### config.mk
export PLATFORM = sky130hd
export DESIGN_NAME = sync_fifo_flags_flat
export DESIGN_NICKNAME = d
export VERILOG_FILES = /design/src/rtl/sync_fifo_flags_if.sv /design/src/rtl/sync_fifo_flags.sv /design/src/flat_wrapper.sv
export SDC_FILE = /design/constraint.sdc
export NUM_CORES = 1
export LEC_CHECK = 0
export ABC_AREA = 1
export BUFFER_PORTS_ARGS = -buffer_cell sky130_fd_sc_hd__buf_4
export CAP_MARGIN = 10
export CORE_MARGIN = 2
export CORE_UTILIZATION = 35
export CTS_CLUSTER_DIAMETER = 150
export DETAILED_ROUTE_END_ITERATION = 10
export PLACE_DENSITY = 0.55
export RECOVER_POWER = 50
export SYNTH_ARGS = -nofsm -noshare
export SYNTH_HDL_FRONTEND = slang
export SYNTH_SLANG_ARGS = --single-unit
### constraint.sdc
create_clock -name clk -period 3.5 [get_ports clk]
set_clock_uncertainty 0.05 [all_clocks]
set_input_delay 0.35 -clock clk [delete_from_list [all_inputs] [get_ports clk]]
set_output_delay 0.35 -clock clk [all_outputs]
set_load 0.01 [all_outputs]
### src/rtl/sync_fifo_flags_if.sv
// Write/read handshake, status flags and error controls of sync_fifo_flags.
// The FIFO takes the slave view; the producer/consumer side takes the master view.
interface sync_fifo_flags_if #(
   parameter int unsigned DATA_WIDTH = 16,
   parameter int unsigned ADDR_WIDTH = 4
);
   logic [DATA_WIDTH-1:0] wr_data;
   logic                  wr_en;
   logic                  full;
   logic                  almost_full;
   logic                  rd_en;
   logic [DATA_WIDTH-1:0] rd_data;
   logic                  rd_valid;
   logic                  empty;
   logic                  almost_empty;
   logic [ADDR_WIDTH:0]   level;
   logic                  overflow;
   logic                  underflow;
   logic                  clr_err;

   modport master (
      output wr_data,
      output wr_en,
      output rd_en,
      output clr_err,
      input  full,
      input  almost_full,
      input  rd_data,
      input  rd_valid,
      input  empty,
      input  almost_empty,
      input  level,
      input  overflow,
      input  underflow
   );

   modport slave (
      input  wr_data,
      input  wr_en,
      input  rd_en,
      input  clr_err,
      output full,
      output almost_full,
      output rd_data,
      output rd_valid,
      output empty,
      output almost_empty,
      output level,
      output overflow,
      output underflow
   );
endinterface

### src/rtl/sync_fifo_flags.sv
// Single-clock FIFO with first-word-fall-through or registered read, programmable
// almost-full/almost-empty thresholds, fill level and sticky overflow/underflow flags.
module sync_fifo_flags #(
   parameter int unsigned DATA_WIDTH    = 16,
   parameter int unsigned ADDR_WIDTH    = 4,
   parameter bit          FWFT          = 1'b1,
   parameter int unsigned AFULL_THRESH  = 12,
   parameter int unsigned AEMPTY_THRESH = 2
) (
   input logic              clk,
   input logic              rst,
   sync_fifo_flags_if.slave fifo
);
   localparam int unsigned Depth  = 2 ** ADDR_WIDTH;
   localparam int unsigned LevelW = ADDR_WIDTH + 1;

   if (DATA_WIDTH < 1) begin : g_bad_data_width
      $error("sync_fifo_flags: DATA_WIDTH must be at least 1");
   end
   if (ADDR_WIDTH < 1 || ADDR_WIDTH > 30) begin : g_bad_addr_width
      $error("sync_fifo_flags: ADDR_WIDTH must be in 1..30");
   end
   if (AFULL_THRESH < 1 || AFULL_THRESH > Depth) begin : g_bad_afull
      $error("sync_fifo_flags: AFULL_THRESH must be in 1..2**ADDR_WIDTH");
   end
   if (AEMPTY_THRESH > Depth - 1) begin : g_bad_aempty
      $error("sync_fifo_flags: AEMPTY_THRESH must be in 0..2**ADDR_WIDTH-1");
   end

   // One extra pointer bit tells full from empty when the address bits match.
   logic [LevelW-1:0]     wr_ptr_q, wr_ptr_d;
   logic [LevelW-1:0]     rd_ptr_q, rd_ptr_d;
   logic [DATA_WIDTH-1:0] mem_q [Depth];
   logic [LevelW-1:0]     level;
   logic                  full;
   logic                  empty;
   logic                  wr_accept;
   logic                  rd_accept;
   logic                  overflow_q, overflow_d;
   logic                  underflow_q, underflow_d;

   always_comb begin
      level     = wr_ptr_q - rd_ptr_q;
      full      = (level == LevelW'(Depth));
      empty     = (level == '0);
      wr_accept = fifo.wr_en && !full;
      rd_accept = fifo.rd_en && !empty;
      wr_ptr_d  = wr_ptr_q + LevelW'(wr_accept);
      rd_ptr_d  = rd_ptr_q + LevelW'(rd_accept);

      // A new error event outranks a clear arriving in the same cycle.
      overflow_d  = overflow_q && !fifo.clr_err;
      underflow_d = underflow_q && !fifo.clr_err;
      if (fifo.wr_en && full) begin
         overflow_d = 1'b1;
      end
      if (fifo.rd_en && empty) begin
         underflow_d = 1'b1;
      end
   end

   always_ff @(posedge clk or posedge rst) begin
      if (rst) begin
         wr_ptr_q    <= '0;
         rd_ptr_q    <= '0;
         overflow_q  <= 1'b0;
         underflow_q <= 1'b0;
      end else begin
         wr_ptr_q    <= wr_ptr_d;
         rd_ptr_q    <= rd_ptr_d;
         overflow_q  <= overflow_d;
         underflow_q <= underflow_d;
      end
   end

   // Storage carries no reset; stale words are never exposed because flags gate them.
   always_ff @(posedge clk) begin
      if (wr_accept) begin
         mem_q[wr_ptr_q[ADDR_WIDTH-1:0]] <= fifo.wr_data;
      end
   end

   assign fifo.level        = level;
   assign fifo.full         = full;
   assign fifo.empty        = empty;
   assign fifo.almost_full  = (level >= LevelW'(AFULL_THRESH));
   assign fifo.almost_empty = (level <= LevelW'(AEMPTY_THRESH));
   assign fifo.overflow     = overflow_q;
   assign fifo.underflow    = underflow_q;

   if (FWFT) begin : g_fwft
      assign fifo.rd_data  = mem_q[rd_ptr_q[ADDR_WIDTH-1:0]];
      assign fifo.rd_valid = !empty;
   end else begin : g_reg_read
      logic [DATA_WIDTH-1:0] rd_data_q;
      logic                  rd_valid_q;

      always_ff @(posedge clk or posedge rst) begin
         if (rst) begin
            rd_data_q  <= '0;
            rd_valid_q <= 1'b0;
         end else begin
            rd_valid_q <= rd_accept;
            if (rd_accept) begin
               rd_data_q <= mem_q[rd_ptr_q[ADDR_WIDTH-1:0]];
            end
         end
      end

      assign fifo.rd_data  = rd_data_q;
      assign fifo.rd_valid = rd_valid_q;
   end

   level_in_range_a : assert property (@(posedge clk) disable iff (rst)
      level <= LevelW'(Depth));

endmodule

### src/flat_wrapper.sv
// flat-port wrapper written by rule: the top's interface ports become plain ports
module sync_fifo_flags_flat 
#(
   parameter int unsigned DATA_WIDTH    = 16,
   parameter int unsigned ADDR_WIDTH    = 4,
   parameter bit          FWFT          = 1'b1,
   parameter int unsigned AFULL_THRESH  = 12,
   parameter int unsigned AEMPTY_THRESH = 2
)
  (clk, rst, fifo_wr_data, fifo_wr_en, fifo_rd_en, fifo_clr_err, fifo_full, fifo_almost_full, fifo_rd_data, fifo_rd_valid, fifo_empty, fifo_almost_empty, fifo_level, fifo_overflow, fifo_underflow);
  sync_fifo_flags_if #(.DATA_WIDTH(DATA_WIDTH), .ADDR_WIDTH(ADDR_WIDTH)) fifo_i ();
  input logic clk;
  input logic rst;
  input wire logic [$bits(fifo_i.wr_data)-1:0] fifo_wr_data;
  input wire logic [$bits(fifo_i.wr_en)-1:0] fifo_wr_en;
  input wire logic [$bits(fifo_i.rd_en)-1:0] fifo_rd_en;
  input wire logic [$bits(fifo_i.clr_err)-1:0] fifo_clr_err;
  output wire logic [$bits(fifo_i.full)-1:0] fifo_full;
  output wire logic [$bits(fifo_i.almost_full)-1:0] fifo_almost_full;
  output wire logic [$bits(fifo_i.rd_data)-1:0] fifo_rd_data;
  output wire logic [$bits(fifo_i.rd_valid)-1:0] fifo_rd_valid;
  output wire logic [$bits(fifo_i.empty)-1:0] fifo_empty;
  output wire logic [$bits(fifo_i.almost_empty)-1:0] fifo_almost_empty;
  output wire logic [$bits(fifo_i.level)-1:0] fifo_level;
  output wire logic [$bits(fifo_i.overflow)-1:0] fifo_overflow;
  output wire logic [$bits(fifo_i.underflow)-1:0] fifo_underflow;
  assign fifo_i.wr_data = fifo_wr_data;
  assign fifo_i.wr_en = fifo_wr_en;
  assign fifo_i.rd_en = fifo_rd_en;
  assign fifo_i.clr_err = fifo_clr_err;
  assign fifo_full = fifo_i.full;
  assign fifo_almost_full = fifo_i.almost_full;
  assign fifo_rd_data = fifo_i.rd_data;
  assign fifo_rd_valid = fifo_i.rd_valid;
  assign fifo_empty = fifo_i.empty;
  assign fifo_almost_empty = fifo_i.almost_empty;
  assign fifo_level = fifo_i.level;
  assign fifo_overflow = fifo_i.overflow;
  assign fifo_underflow = fifo_i.underflow;
  sync_fifo_flags #(.DATA_WIDTH(DATA_WIDTH), .ADDR_WIDTH(ADDR_WIDTH), .FWFT(FWFT), .AFULL_THRESH(AFULL_THRESH), .AEMPTY_THRESH(AEMPTY_THRESH)) u_core (.clk(clk), .rst(rst), .fifo(fifo_i));
endmodule
======== Yosys cells after proc, flatten, opt, wreduce, memory -nomap -nowiden ========
Memory sizes are Yosys's and may differ from the RTL's.
Cells that the tools add are included.
storage, ports and cells
  register bits ........................... 12
  bits in latches ......................... 0
  RAM bits ................................ 256
  memory bits (read-only) ................. 0
  input bits .............................. 21
  output and inout port bits .............. 28
  logic and storage cells ................. 25
  memories ................................ 1
operators by class
  add/subtract/negate cells ............... 3
  multiply operators ...................... 0
  div/mod/pow operators ................... 0
  $lt $le $gt $ge ......................... 2
  equal/unequal tests ..................... 1
  shift-type cells ........................ 0
  mux-type cells .......................... 4
  bitwise operators ....................... 0
  reduce and logical (&&, ||, !) cells .... 10
memory list
  memory        words  bits a word  read ports  clocked after Yosys merged registers in  wr ports  RTL line               text
  u_core.mem_q  16     16           1           0                                        1         sync_fifo_flags.sv:33  logic [DATA_WIDTH-1:0] mem_q [Depth];
operators with widths
  operator                                                        number
  adder 5 x 1 -> 5 bit                                            2
  logical AND 1 bit                                               6
  == test 5 bit, second input constant                            1
  >= comparator 5 x 4 -> 1 bit, second input constant             1
  less-or-equal comparator 5 x 2 -> 1 bit, second input constant  1
  zero test 5 bit                                                 1
  subtractor 5 bit                                                1
  two-way mux 1 bit                                               4
  zero test 1 bit                                                 3

======== Longest topological paths before layout ========
  depth in word-level cells ............... 6
  mapped depth ............................ 15
  mapped depth without buffers ............ 14

======== Least setup slack after synthesis ========
No wires, ideal clock.
  kind .................................... register -> register
  start ................................... register u_core.rd_ptr_q[2]
  end ..................................... memory u_core.mem_q[11][0], enable pin
  setup time .............................. 0.409 ns
  arrival ................................. 2.859 ns
  data required time ...................... 3.041 ns
  setup slack ............................. 0.182 ns
  stages on the path, launching flop included .. 10
  buffers on the path ..................... 2
  period minus slack after synthesis ...... 3.318 ns
  path through ............................ dfrtp_1 -> buf_4 -> clkinv_1 -> buf_2 -> ha_1 -> a21oi_1 -> nand3_1 -> nand3_4 -> nor2_8 -> nor3_1
on the way
  cells in the longest elaborated chain, start to end .. 6
RTL lines
  what                                     RTL line               text
  start, declared                          sync_fifo_flags.sv:32  logic [LevelW-1:0] rd_ptr_q, rd_ptr_d;
  start signal, assigned                   sync_fifo_flags.sv:70  rd_ptr_q <= rd_ptr_d;
  subtractor 5 bit                         sync_fifo_flags.sv:43  level = wr_ptr_q - rd_ptr_q;
  == test 5 bit                            sync_fifo_flags.sv:44  full = (level == LevelW'(Depth));
  zero test 1 bit                          sync_fifo_flags.sv:46  wr_accept = fifo.wr_en && !full;
  logical AND 1 bit                        sync_fifo_flags.sv:46
  two-way mux 1 bit                        sync_fifo_flags.sv:78  if (wr_accept) begin
  two-way mux 1 bit (not written as such)  sync_fifo_flags.sv:79  mem_q[wr_ptr_q[ADDR_WIDTH-1:0]] <= fifo.wr_data;
  end, declared                            sync_fifo_flags.sv:33
No other way between the ends.

======== Final worst setup path ========
  start ................................... register u_core.rd_ptr_q[0]
  end ..................................... output port fifo_full
on the way
  cells in the longest elaborated chain, start to end .. 2
RTL lines
  what              RTL line               text
  subtractor 5 bit  sync_fifo_flags.sv:43
  == test 5 bit     sync_fifo_flags.sv:44
  end, declared     flat_wrapper.sv:18     output wire logic [$bits(fifo_i.full)-1:0] fifo_full;
No other way between the ends.

==> impl_metrics.py <==
metrics = {
    "layout": {
        "diodes": 0,
        "design_area_mm2": 0.0128,
        "fillers": 2917,
        "layout_commonest_cell": "edfxtp_1",
        "ff_latch_area_mm2": 0.00799,
        "layout_common_cells": "edfxtp_1, nor2_1, o21ai_0",
        "multi_input_area_mm2": 0.00266,
        "fin_nets": 983,
        "drive_gt1_share_pct": 11.7,
        "fin_util_pct": 40.9,
        "area_delta_synth_final_pct": 15.9,
    },
    "yosys": {
        "ys_types": 33,
        "synth_fp_nets": 917,
        "yosysTopAreaCell": "edfxtp_1",
        "avgSynthCellArea_um2": 12.4,
        "synthCells": 887,
        "ys_ff_latch": 268,
        "synth_top_area_share_pct": 69.6,
        "yosysSeqAreaShare_pct": 72.3,
        "synth_area_leaders": "edfxtp_1, nor2_1, o21ai_0, nand2_1, dfrtp_1",
        "yosys_warnings": 0,
        "netlist_area_mm2": 0.0110,
    },
    "power": {
        "powerDensity_mw_per_mm2": 894,
        "p_leak_nw": 4.40,
        "peakVddDrop_uv": 931,
    },
    "die": {
        "rows": 65,
        "dieArea_mm2": 0.0330,
        "start_util_pct": 35.3,
        "die_w_um": 182,
        "ios": 49,
        "coreArea_mm2": 0.0313,
        "fp.dieH_um": 182,
    },
    "sta": {
        "rsz0062_at_grt": "false",
        "min_period_over_period_pct": 92.8,
        "finalSetupViolations": 0,
        "maxSlewViolCount": 0,
        "hold_viol_final": 0,
        "relSlewSlack_pct": 24.4,
        "fmax_mhz": 308,
        "period_minus_slack_ns": 3.25,
        "worst_slew_pin_slew_ns": 1.13,
        "fin_tns_setup_ns": 0,
    },
    "grt": {
        "grt_max_degree": 99,
        "grt_overflow": 0,
        "first_global_vias": 6632,
        "track_usage_pct": 16.2,
        "grt_pass1_wl_um": 40500,
        "antenna_found_initial": 0,
    },
    "drt": {
        "routedWlPerCell_um": 19.6,
        "first_pass_iters": 6,
        "ant_nets": 0,
        "drc": 0,
        "drtIter0Drc": 537,
        "vias": 6935,
        "vias_per_cell": 5.04,
        "wirelength_um": 26900,
    },
    "setup_path": {
        "required_ns": 3.10,
        "path_class": "flip-flop to output pin",
        "cp.arrival_ns": 2.85,
        "critPathLaunch": "u_core.rd_ptr_q[0]$_DFF_PP0_",
        "cpMaxStageDelayCell": "dfrtp_4",
        "slowest_delay_ns": 0.49,
        "crit_chain": "ha_1 > inv_1 > fa_1 > nor2_1 > nand3_1 > nor2_8 > buf_4 > buf_4",
        "worst_r2r_path_depth": 11,
        "r2r-start": "u_core.wr_ptr_q[0]$_DFF_PP0_",
        "worst_setup_path_start_kind": "flip-flop",
        "endpoint_kind": "output pin",
        "critPathMaxFanout": 18,
        "reg2reg_to": "u_core.mem_q[4][0]$_DFFE_PP_",
        "cpMostUsedCell": "buf_4",
        "r2r_slack_ns": 0.29,
    },
    "placement": {
        "post-dp-hpwl_um": 14800,
        "port_buffers": 48,
        "placed_cell_area_mm2": 0.0120,
        "gp_congestion": 0.757,
    },
    "clock_network": {
        "cts_buffers": 29,
        "clk_latency_ns": 0.53,
        "htreeDepth": 1,
        "cts_setup_buffers": 0,
        "clk_path_buf_depth": 3,
        "clk_pin_slew_ns": 0.06,
        "numClockSinks": 268,
        "cts_tree": "yes",
        "root_buffer": "clkbuf_16",
    },
    "hold_path": {
        "holdCritPathClass": "input pin to flip-flop",
        "hp-start": "fifo_rd_en",
        "min_path_cells": 4,
        "holdPathEnd": "u_core.rd_ptr_q[0]$_DFF_PP0_",
    },
    "run": {
        "cap_violations": 0,
    },
    "outcome": {
        "status": "completed",
    },
}
[registers in the layout (all words and copies together) (netlist names)]
register / count
u_core.fifo.underflow: 1
u_core.rd_ptr_q: 5
u_core.fifo.overflow: 1
u_core.wr_ptr_q: 5
u_core.mem_q: 256
[cells in the mapped netlist, drive strengths merged]
master and n:
dfrtp 12, buf 33, nor3b 1, ha 8
fa 1, clkbuf 17, nand2 102, inv 37
nor3 17, clkinv 3, o22ai 32, xor2 6
a21oi 2, nand3 27, o21ai 128, nor2 172
o211ai 32, edfxtp 256, xnor2 1
[cell type report]
class                           count  share of cell area (%)
Multi-Input combinational cell    529                    20.8
Sequential cell                   268                    62.4
Clock inverter                      8                   0.459
Timing Repair Buffer               85                    5.01
Tap cell                          402                    3.93
Inverter                           40                    1.18
Clock buffer                       44                    6.19
[layer usage]
layer  track usage (%)  up-vias  share of wire (%)
li1                  -     3311                  -
met1              22.7     3437                 46
met2              26.8      153                 47
met3              2.47       34                4.3
met4              3.90        0                2.2
met5                 0        -                  0
[power breakdown]
group / switching [W] / internal, W / total, W
combinational: 0.00306 / 0.00156 / 0.00461
sequential: 0.000128 / 0.00393 / 0.00406
clock: 0.00116 / 0.00162 / 0.00278
total: 0.00435 / 0.00710 / 0.0114
[cells by family after synthesis]
logic type	synth area share [%]
and+or+nand+nor	12.1
DFF	72.3
AOI/OAI and AO/OA	9.92
buffers and inverters	3.97
adders and majority gates	1.09
xor gates and xnor gates	0.555
[per-stage QoR]
step | std cells | setup slack [ns] | hold slack, ns | power, W
after global routing | 1376 | 0.0986 | 0.179 | 0.0122
after global placement | 1319 | 0.422 | 0.365 | 0.00884
after detailed placement | 1319 | 0.347 | 0.352 | 0.00886
final | 1376 | 0.252 | 0.146 | 0.0114
after floorplan | 887 | 0.182 | 0.165 | 0.00708
after CTS | 1376 | 0.159 | 0.0371 | 0.0117
[repair_timing]
item / 4_1_cts / 5_1_grt
endpoints found under the hold margin: 14 / 0
gates resized for setup: 1 / 1
hold buffers: 5 / 0
setup endpoints to repair: 2 / 2
pin swaps: 0 / 0
[worst max-delay path, delay by kind of cell, from the launching register on]
family                   cells  cell delay [ns]
adder cells (fa/ha/maj)      2             0.68
flip-flops                   1             0.49
AND/OR/NAND/NOR              3             0.53
buffers and inverters        3             0.60
[worst max path at each step]
| stage | to | slack [ns] | depth (start not counted) |
|---|---|---|---|
| after global placement | u_core.mem_q[13][11]$_DFFE_PP_ | 0.42 | 10 |
| after CTS | fifo_rd_data[13] | 0.16 | 9 |
| final | fifo_full | 0.25 | 8 |
| after floorplan | u_core.mem_q[11][0]$_DFFE_PP_ | 0.18 | 9 |
| after global routing | u_core.mem_q[4][0]$_DFFE_PP_ | 0.1 | 11 |
| after detailed placement | u_core.mem_q[13][11]$_DFFE_PP_ | 0.35 | 10 |
No activity file was read; power rests on OpenSTA's default activity.
